`src/rtl/imem_fetch_pkg.sv`:
```
// Shared types for the instruction-ROM fetch arbiter: slot owner encoding,
// default reset PC and the response-stage record.
package imem_fetch_pkg;

  typedef enum logic [1:0] {
    OWN_NONE  = 2'd0,
    OWN_FETCH = 2'd1,
    OWN_DBG   = 2'd2
  } owner_t;

  // Byte-PC width for the default 14-bit word-addressed ROM.
  localparam int unsigned FETCH_PC_W = 16;
  localparam logic [FETCH_PC_W-1:0] RESET_PC_DEF = 16'h0000;

  // What was issued to the ROM last cycle, so its data can be routed.
  typedef struct packed {
    owner_t                  owner;
    logic [FETCH_PC_W-1:0]   pc;
    logic                    epoch;
  } rsp_t;

endpackage

```
`src/rtl/imem_fetch_arbiter_if.sv`:
```
// ROM, decode and debug-port signal bundle for imem_fetch_arbiter.
// master = the arbiter, slave = ROM wrapper / decode / debug side.
interface imem_fetch_arbiter_if #(
  parameter int ADDR_W = 14,
  parameter int DATA_W = 32
);
  localparam int PC_W = ADDR_W + 2;

  logic [ADDR_W-1:0] rom_addr;
  logic [DATA_W-1:0] rom_dout;
  logic [DATA_W-1:0] inst;
  logic [PC_W-1:0]   inst_pc;
  logic              inst_valid;
  logic              inst_ready;
  logic              redirect_en;
  logic [PC_W-1:0]   redirect_pc;
  logic              dbg_req;
  logic [ADDR_W-1:0] dbg_addr;
  logic              dbg_gnt;
  logic              dbg_rvalid;
  logic [DATA_W-1:0] dbg_rdata;

  modport master (
    output rom_addr, input rom_dout,
    output inst, inst_pc, inst_valid, input inst_ready,
    input  redirect_en, redirect_pc,
    input  dbg_req, dbg_addr,
    output dbg_gnt, dbg_rvalid, dbg_rdata
  );

  modport slave (
    input  rom_addr, output rom_dout,
    input  inst, inst_pc, inst_valid, output inst_ready,
    output redirect_en, redirect_pc,
    output dbg_req, dbg_addr,
    input  dbg_gnt, dbg_rvalid, dbg_rdata
  );
endinterface

```
`src/rtl/imem_skid_buf.sv`:
```
// Two-entry FIFO (output register + skid register) between the ROM response
// stage and decode. Upstream guarantees it never pushes into a full skid.
module imem_skid_buf #(
  parameter int unsigned W = 48
) (
  input  logic         clk,
  input  logic         rst,
  input  logic         flush,
  input  logic         in_valid,
  input  logic [W-1:0] in_data,
  output logic         out_valid,
  output logic [W-1:0] out_data,
  input  logic         out_ready,
  output logic         skid_full
);

  logic [W-1:0] skid_data;

  // Output register refills from skid first, then from the input, else clears.
  always_ff @(posedge clk or posedge rst) begin
    if (rst) begin
      out_valid <= 1'b0;
      out_data  <= '0;
      skid_full <= 1'b0;
      skid_data <= '0;
    end else if (flush) begin
      out_valid <= 1'b0;
      out_data  <= '0;
      skid_full <= 1'b0;
    end else if (!out_valid || out_ready) begin
      if (skid_full) begin
        out_valid <= 1'b1;
        out_data  <= skid_data;
        skid_full <= in_valid;
        if (in_valid) skid_data <= in_data;
      end else if (in_valid) begin
        out_valid <= 1'b1;
        out_data  <= in_data;
      end else begin
        out_valid <= 1'b0;
        out_data  <= '0;
      end
    end else if (in_valid) begin
      skid_full <= 1'b1;
      skid_data <= in_data;
    end
  end

endmodule

```
`src/rtl/imem_fetch_arbiter.sv`:
```
// Fetch sequencer / arbiter for the synchronous-read program ROM.
// Shares one ROM read slot per cycle between the CPU fetch stream and a debug
// read port, absorbs decode backpressure in a 2-entry skid buffer and handles
// redirects via an epoch bit.
// Optional feature macro: FETCH_PERF_EN (adds consumed/stall counters).
module imem_fetch_arbiter
  import imem_fetch_pkg::*;
#(
  parameter int              ADDR_W   = 14,
  parameter int              DATA_W   = 32,
  parameter logic [ADDR_W+1:0] RESET_PC = RESET_PC_DEF
) (
  input  logic                    clk,
  input  logic                    rst,
  imem_fetch_arbiter_if.master    bus,
  output logic [31:0]             perf_fetch_cnt,
  output logic [31:0]             perf_stall_cnt
);

  localparam int PC_W = ADDR_W + 2;

  logic [PC_W-1:0]        pc;
  logic [PC_W-1:0]        issue_pc;
  rsp_t                   rsp;
  logic                   epoch;
  owner_t                 last_winner;
  owner_t                 winner;
  logic                   consume;
  logic                   rsp_is_fetch;
  logic                   fetch_elig;
  logic                   tie;
  logic [1:0]             occ;
  logic [1:0]             occ_left;
  logic                   out_full;
  logic                   skid_full;
  logic                   skid_in_valid;
  logic [DATA_W+PC_W-1:0] skid_out;

  // Slot eligibility, round-robin arbitration and ROM address mux.
  always_comb begin
    consume      = bus.inst_valid && bus.inst_ready;
    rsp_is_fetch = (rsp.owner == OWN_FETCH);
    occ          = 2'(out_full) + 2'(skid_full) + 2'(rsp_is_fetch);
    occ_left     = occ - 2'(consume);
    // A redirect empties the pipeline this cycle, so fetch is always eligible.
    fetch_elig   = bus.redirect_en || (occ_left < 2'd2);
    issue_pc     = bus.redirect_en ? (bus.redirect_pc & ~PC_W'(3)) : pc;
    tie          = fetch_elig && bus.dbg_req;
    winner       = OWN_NONE;
    if (!rst) begin
      if (tie)             winner = (last_winner == OWN_DBG) ? OWN_FETCH : OWN_DBG;
      else if (fetch_elig) winner = OWN_FETCH;
      else if (bus.dbg_req) winner = OWN_DBG;
    end
    bus.rom_addr = (winner == OWN_DBG) ? bus.dbg_addr : issue_pc[PC_W-1:2];
    bus.dbg_gnt  = (winner == OWN_DBG);
  end

  // PC, epoch, response-stage record and round-robin history.
  always_ff @(posedge clk or posedge rst) begin
    if (rst) begin
      pc          <= RESET_PC;
      rsp         <= '{owner: OWN_NONE, pc: '0, epoch: 1'b0};
      epoch       <= 1'b0;
      last_winner <= OWN_DBG;
    end else begin
      epoch <= epoch ^ bus.redirect_en;
      if (winner == OWN_FETCH)   pc <= issue_pc + PC_W'(4);
      else if (bus.redirect_en)  pc <= issue_pc;
      rsp.owner <= winner;
      rsp.pc    <= issue_pc;
      rsp.epoch <= epoch ^ bus.redirect_en;
      if (tie) last_winner <= winner;
    end
  end

  // The epoch still matches during the redirect cycle itself (it toggles at the
  // edge), so the in-flight fetch response is dropped explicitly there.
  always_comb begin
    skid_in_valid = rsp_is_fetch && (rsp.epoch == epoch) && !bus.redirect_en;
  end

  imem_skid_buf #(
    .W (DATA_W + PC_W)
  ) u_skid (
    .clk       (clk),
    .rst       (rst),
    .flush     (bus.redirect_en),
    .in_valid  (skid_in_valid),
    .in_data   ({bus.rom_dout, rsp.pc}),
    .out_valid (out_full),
    .out_data  (skid_out),
    .out_ready (bus.inst_ready),
    .skid_full (skid_full)
  );

  // Decode outputs come straight from the output register; debug data is the
  // ROM word of the cycle whose response stage belongs to the debug port.
  always_comb begin
    bus.inst_valid = out_full;
    bus.inst       = skid_out[DATA_W+PC_W-1:PC_W];
    bus.inst_pc    = skid_out[PC_W-1:0];
    bus.dbg_rvalid = (rsp.owner == OWN_DBG);
    bus.dbg_rdata  = bus.dbg_rvalid ? bus.rom_dout : '0;
  end

`ifdef FETCH_PERF_EN
  // Saturating counts of consumed instructions and decode-stall cycles.
  always_ff @(posedge clk or posedge rst) begin
    if (rst) begin
      perf_fetch_cnt <= '0;
      perf_stall_cnt <= '0;
    end else begin
      if (consume && (perf_fetch_cnt != '1))
        perf_fetch_cnt <= perf_fetch_cnt + 32'd1;
      if (bus.inst_valid && !bus.inst_ready && (perf_stall_cnt != '1))
        perf_stall_cnt <= perf_stall_cnt + 32'd1;
    end
  end
`else
  // Counters not built: ports tie off.
  always_comb begin
    perf_fetch_cnt = '0;
    perf_stall_cnt = '0;
  end
`endif

endmodule

```
`src/flat_wrapper.sv`:
```
// flat-port wrapper written by rule: the top's interface ports become plain ports
module imem_fetch_arbiter_flat import imem_fetch_pkg::*;
#(
  parameter int              ADDR_W   = 14,
  parameter int              DATA_W   = 32,
  parameter logic [ADDR_W+1:0] RESET_PC = RESET_PC_DEF
)
  (clk, rst, perf_fetch_cnt, perf_stall_cnt, bus_rom_addr, bus_rom_dout, bus_inst, bus_inst_pc, bus_inst_valid, bus_inst_ready, bus_redirect_en, bus_redirect_pc, bus_dbg_req, bus_dbg_addr, bus_dbg_gnt, bus_dbg_rvalid, bus_dbg_rdata);
  imem_fetch_arbiter_if #(.ADDR_W(ADDR_W), .DATA_W(DATA_W)) bus_i ();
  input  logic clk;
  input  logic rst;
  output logic [31:0] perf_fetch_cnt;
  output logic [31:0] perf_stall_cnt;
  output wire logic [$bits(bus_i.rom_addr)-1:0] bus_rom_addr;
  input wire logic [$bits(bus_i.rom_dout)-1:0] bus_rom_dout;
  output wire logic [$bits(bus_i.inst)-1:0] bus_inst;
  output wire logic [$bits(bus_i.inst_pc)-1:0] bus_inst_pc;
  output wire logic [$bits(bus_i.inst_valid)-1:0] bus_inst_valid;
  input wire logic [$bits(bus_i.inst_ready)-1:0] bus_inst_ready;
  input wire logic [$bits(bus_i.redirect_en)-1:0] bus_redirect_en;
  input wire logic [$bits(bus_i.redirect_pc)-1:0] bus_redirect_pc;
  input wire logic [$bits(bus_i.dbg_req)-1:0] bus_dbg_req;
  input wire logic [$bits(bus_i.dbg_addr)-1:0] bus_dbg_addr;
  output wire logic [$bits(bus_i.dbg_gnt)-1:0] bus_dbg_gnt;
  output wire logic [$bits(bus_i.dbg_rvalid)-1:0] bus_dbg_rvalid;
  output wire logic [$bits(bus_i.dbg_rdata)-1:0] bus_dbg_rdata;
  assign bus_rom_addr = bus_i.rom_addr;
  assign bus_i.rom_dout = bus_rom_dout;
  assign bus_inst = bus_i.inst;
  assign bus_inst_pc = bus_i.inst_pc;
  assign bus_inst_valid = bus_i.inst_valid;
  assign bus_i.inst_ready = bus_inst_ready;
  assign bus_i.redirect_en = bus_redirect_en;
  assign bus_i.redirect_pc = bus_redirect_pc;
  assign bus_i.dbg_req = bus_dbg_req;
  assign bus_i.dbg_addr = bus_dbg_addr;
  assign bus_dbg_gnt = bus_i.dbg_gnt;
  assign bus_dbg_rvalid = bus_i.dbg_rvalid;
  assign bus_dbg_rdata = bus_i.dbg_rdata;
  imem_fetch_arbiter #(.ADDR_W(ADDR_W), .DATA_W(DATA_W), .RESET_PC(RESET_PC)) u_core (.clk(clk), .rst(rst), .bus(bus_i), .perf_fetch_cnt(perf_fetch_cnt), .perf_stall_cnt(perf_stall_cnt));
endmodule
```
`config.mk`:
```
export PLATFORM = sky130hd
export DESIGN_NAME = imem_fetch_arbiter_flat
export DESIGN_NICKNAME = d
export VERILOG_FILES = /design/src/rtl/imem_fetch_pkg.sv /design/src/rtl/imem_fetch_arbiter_if.sv /design/src/rtl/imem_skid_buf.sv /design/src/rtl/imem_fetch_arbiter.sv /design/src/flat_wrapper.sv
export SDC_FILE = /design/constraint.sdc
export NUM_CORES = 1
export LEC_CHECK = 0
export BUFFER_PORTS_ARGS = -buffer_cell sky130_fd_sc_hd__buf_2
export CAP_MARGIN = 20
export CORE_UTILIZATION = 50
export CTS_BUF_LIST = sky130_fd_sc_hd__clkbuf_4 sky130_fd_sc_hd__clkbuf_8
export CTS_CLUSTER_SIZE = 16
export DETAILED_ROUTE_END_ITERATION = 10
export GPL_ROUTABILITY_DRIVEN = 0
export GPL_TIMING_DRIVEN = 0
export PLACE_DENSITY = 0.79
export SYNTH_ARGS = -nofsm -noshare
export SYNTH_HDL_FRONTEND = slang
export SYNTH_HIERARCHICAL = 1
export SYNTH_SLANG_ARGS = --single-unit
```
`constraint.sdc`:
```
create_clock -name clk -period 6.6 [get_ports clk]
set_input_delay 1.98 -clock clk [delete_from_list [all_inputs] [get_ports clk]]
set_output_delay 1.98 -clock clk [all_outputs]
set_load 0.02 [all_outputs]
```
==> results.sh <==
export IMPL_status="completed"
export IMPL_cts_resized=0
export IMPL_skew_ns=0.007674
export IMPL_slew_headroom=0.4822
export IMPL_synth_ff_type="dfrtp_1"
export IMPL_grt_pass1_vias=5101
export IMPL_stdcell_area_sq_um=8630
export IMPL_whs_ns=0.4918
export IMPL_slew_violations=0
export IMPL_dp_hpwl_um=11330
export IMPL_yosys_warnings=6
export IMPL_rsz0062_at_grt="no"
export IMPL_route_detailed_vias_per_inst=5.058
export IMPL_fp_dieH_um=119.1
export IMPL_synth_xor_area_share=0.007661
export IMPL_initial_core_util=0.5159
export IMPL_core_area_sq_um=13300
export IMPL_antenna_found_initial=0
export IMPL_grt_pass1_wl_um=25860
export IMPL_vias=5296
export IMPL_drtAntennaViolNets=0
export IMPL_syn_area_per_cell_sq_um=11.17
export IMPL_max_stage_delay_ns=0.48
export IMPL_drt_total_wl_um=15650
export IMPL_wl_per_cell_um=14.95
export IMPL_worst_pin_slew_ns=0.7758
export IMPL_portBuffers=160
export IMPL_cts_max_path_buffers=2
export IMPL_synthAdderAreaFrac=0.005472
export IMPL_end_kind="output port"
export IMPL_clock_sinks=134
export IMPL_synth_edf_count=0
export IMPL_cts_root_buffer="clkbuf_8"
export IMPL_cp_cell_sequence="buf_2 -> and2_1 -> ha_1 -> inv_1 -> ha_1 -> a21oi_2 -> mux2i_4 -> a211oi_4 -> buf_6 -> mux2_2 -> buf_2"
export IMPL_synthMuxAreaShare=0.1392
export IMPL_p_leak_uw=0.004579
export IMPL_ff2ff_setup_slack_ns=3.79
export IMPL_placed_cell_area_sq_um=8174
export IMPL_cts_setup_buffers=0
export IMPL_nets=928
export IMPL_multi_input_area_sq_um=2987
export IMPL_ff_latch_area_sq_um=3354
export IMPL_cp_required_ns=4.62
export IMPL_cts_buffers=17
export IMPL_finalNonFillerCells=1047
export IMPL_busiest_layer="met2"
export IMPL_syn_cell_area_sq_um=6859
export IMPL_drt_pass1_iterations=5
export IMPL_hold_depth=1
export IMPL_cp_arrival_ns=4.41
export IMPL_clk_latency_ns=0.45
export IMPL_met1_usage=0.3043
export IMPL_ys_top_cells_by_area="dfrtp_1 (49%), mux2_2 (11%), buf_4 (7.7%)"
export IMPL_synth_top_cell_by_area="dfrtp_1"
export IMPL_fillers=1108
export IMPL_num_rows=42
export IMPL_syn_inst=614
export IMPL_clk_pin_slew_ns=0.07
export IMPL_crit_path_top_delay_cell="a211oi_4"
export IMPL_yosysUniqueCellTypes=50
export IMPL_grt_use_total=0.2342
export IMPL_setup_violations=0
export IMPL_synth_top_family_by_area="simple AND/OR/NAND/NOR gates"
export IMPL_yosys_area_share_simple=0.1434
export IMPL_grt_max_degree=69
export IMPL_synth_common_cells="dfrtp_1 (133), buf_4 (70), mux2_2 (69)"
export IMPL_synth_yosys_seq_area_share=0.4891
export IMPL_synth_seq_cells=134
export IMPL_cellPowerDensity_nw_per_um2=236.8
export IMPL_drt_initial_drc_count=358
export IMPL_hold_viol_final=0
export IMPL_cp_max_fo=10
export IMPL_die_w_um=119.1
export IMPL_synth_top_area_share=0.4852
export IMPL_htree_levels=4
export IMPL_ir_drop_uv=116.8
export IMPL_setup_worst_path_class="input port to output port"
export IMPL_rr_worst_depth=10
export IMPL_cts_tree="built"
export IMPL_synth_compound_area_share=0.1047
export IMPL_start_kind="input port"
export IMPL_drv_cap=0
export IMPL_fmax_mhz=156.5
export IMPL_period_share=0.9680
export IMPL_synth_most_common_cell="dfrtp_1"
export IMPL_met2_usage=0.3826
export IMPL_async_flop_share=1.000
export IMPL_period_needed_ns=6.389
export IMPL_drc_errors=0
export IMPL_pin_count=228
export IMPL_dp_cells=1015
export IMPL_drive_gt1_frac=0.4259
export IMPL_fin_setup_tns_ns=0
export IMPL_dieArea_sq_um=14190
export IMPL_hp_class="flop to flop"
export IMPL_area_growth_pct=25.81
export IMPL_grt_overflow=0
export IMPL_ctsHoldBuffers=0
export IMPL_diodes=0
export IMPL_met3_usage=0.05077
cells by family after synthesis:
family	Yosys count
compound gates	94
xor+xnor	6
fa+ha+maj	3
buf+inv	114
flops	134
mux	81
other cells	1
simple gates	181
flip-flops by register name, indices dropped and copies added, names as in the netlist:
name                     cells
u_core/pc                   16
u_core/u_skid/skid_full      1
u_core/u_skid/out_data      48
u_core/rsp                  18
u_core/u_skid/skid_data     48
u_core/last_winner           2
u_core/u_skid/out_valid      1
critical path, delay by kind of cell:
family                     cells  cell delay [ns]
adders and majority gates      2             0.54
muxes                          2             0.49
buffers and inverters          4             0.55
and+or+nand+nor                1             0.14
AOI/OAI and AO/OA              2             0.68
where the power goes:
| group | switching [uW] | leakage, uW | total, uW | internal [uW] |
|---|---|---|---|---|
| Combinational | 207 | 0.00255 | 356 | 149 |
| Sequential | 37.0 | 0.00179 | 919 | 882 |
| Clock | 305 | 0.000239 | 768 | 463 |
stage by stage:
step | util | worst slack [ns] | power (uW)
global route | 0.6491 | 0.06454 | 2132
detailed placement | 0.6148 | 0.1987 | 1289
CTS | 0.6491 | 0.1830 | 2056
floorplan | - | 0.6770 | 1182
finish | 0.6491 | 0.2115 | 2043
global placement | 0.6105 | 0.2007 | 1276
placed cells by master (no fill, tap or decap), drive strengths merged, types with 16 or more instances in the layout:
cell,instances
buf,249
clkbuf,44
a211oi,21
a221oi,30
mux2,78
dfrtp,133
nand3b,19
nor2,53
nand2,16
conb,64
a21oi,23
and2,34
nor3,31
worst paths after layout:
check	startpoint	endpoint
max	bus_inst_ready	bus_rom_addr[5]
min	u_core/pc[0]	u_core/rsp[1]
max reg2reg	u_core/u_skid/out_valid	u_core/pc[12]
min reg2reg	u_core/pc[0]	u_core/rsp[1]
max in group asynchronous	rst	u_core/pc[14]
min in group asynchronous	rst	u_core/u_skid/skid_data[8]
final cells by class:
type | count | area share
clock inverters | 9 | 0.01682
flip-flops and latches | 134 | 0.3887
repair buffers | 162 | 0.09917
multi-input cells | 429 | 0.3461
plain buffers | 108 | 0.08482
well taps | 176 | 0.02552
clock buffers | 23 | 0.03596
inverters | 6 | 0.002900
routing by layer:
metal  up-vias  share of wire
met3        14          0.061
met5         -              0
li1       2549              -
met2       194           0.50
met1      2539           0.43
met4         0          0.010
No activity file was read; power rests on OpenSTA's default activity.
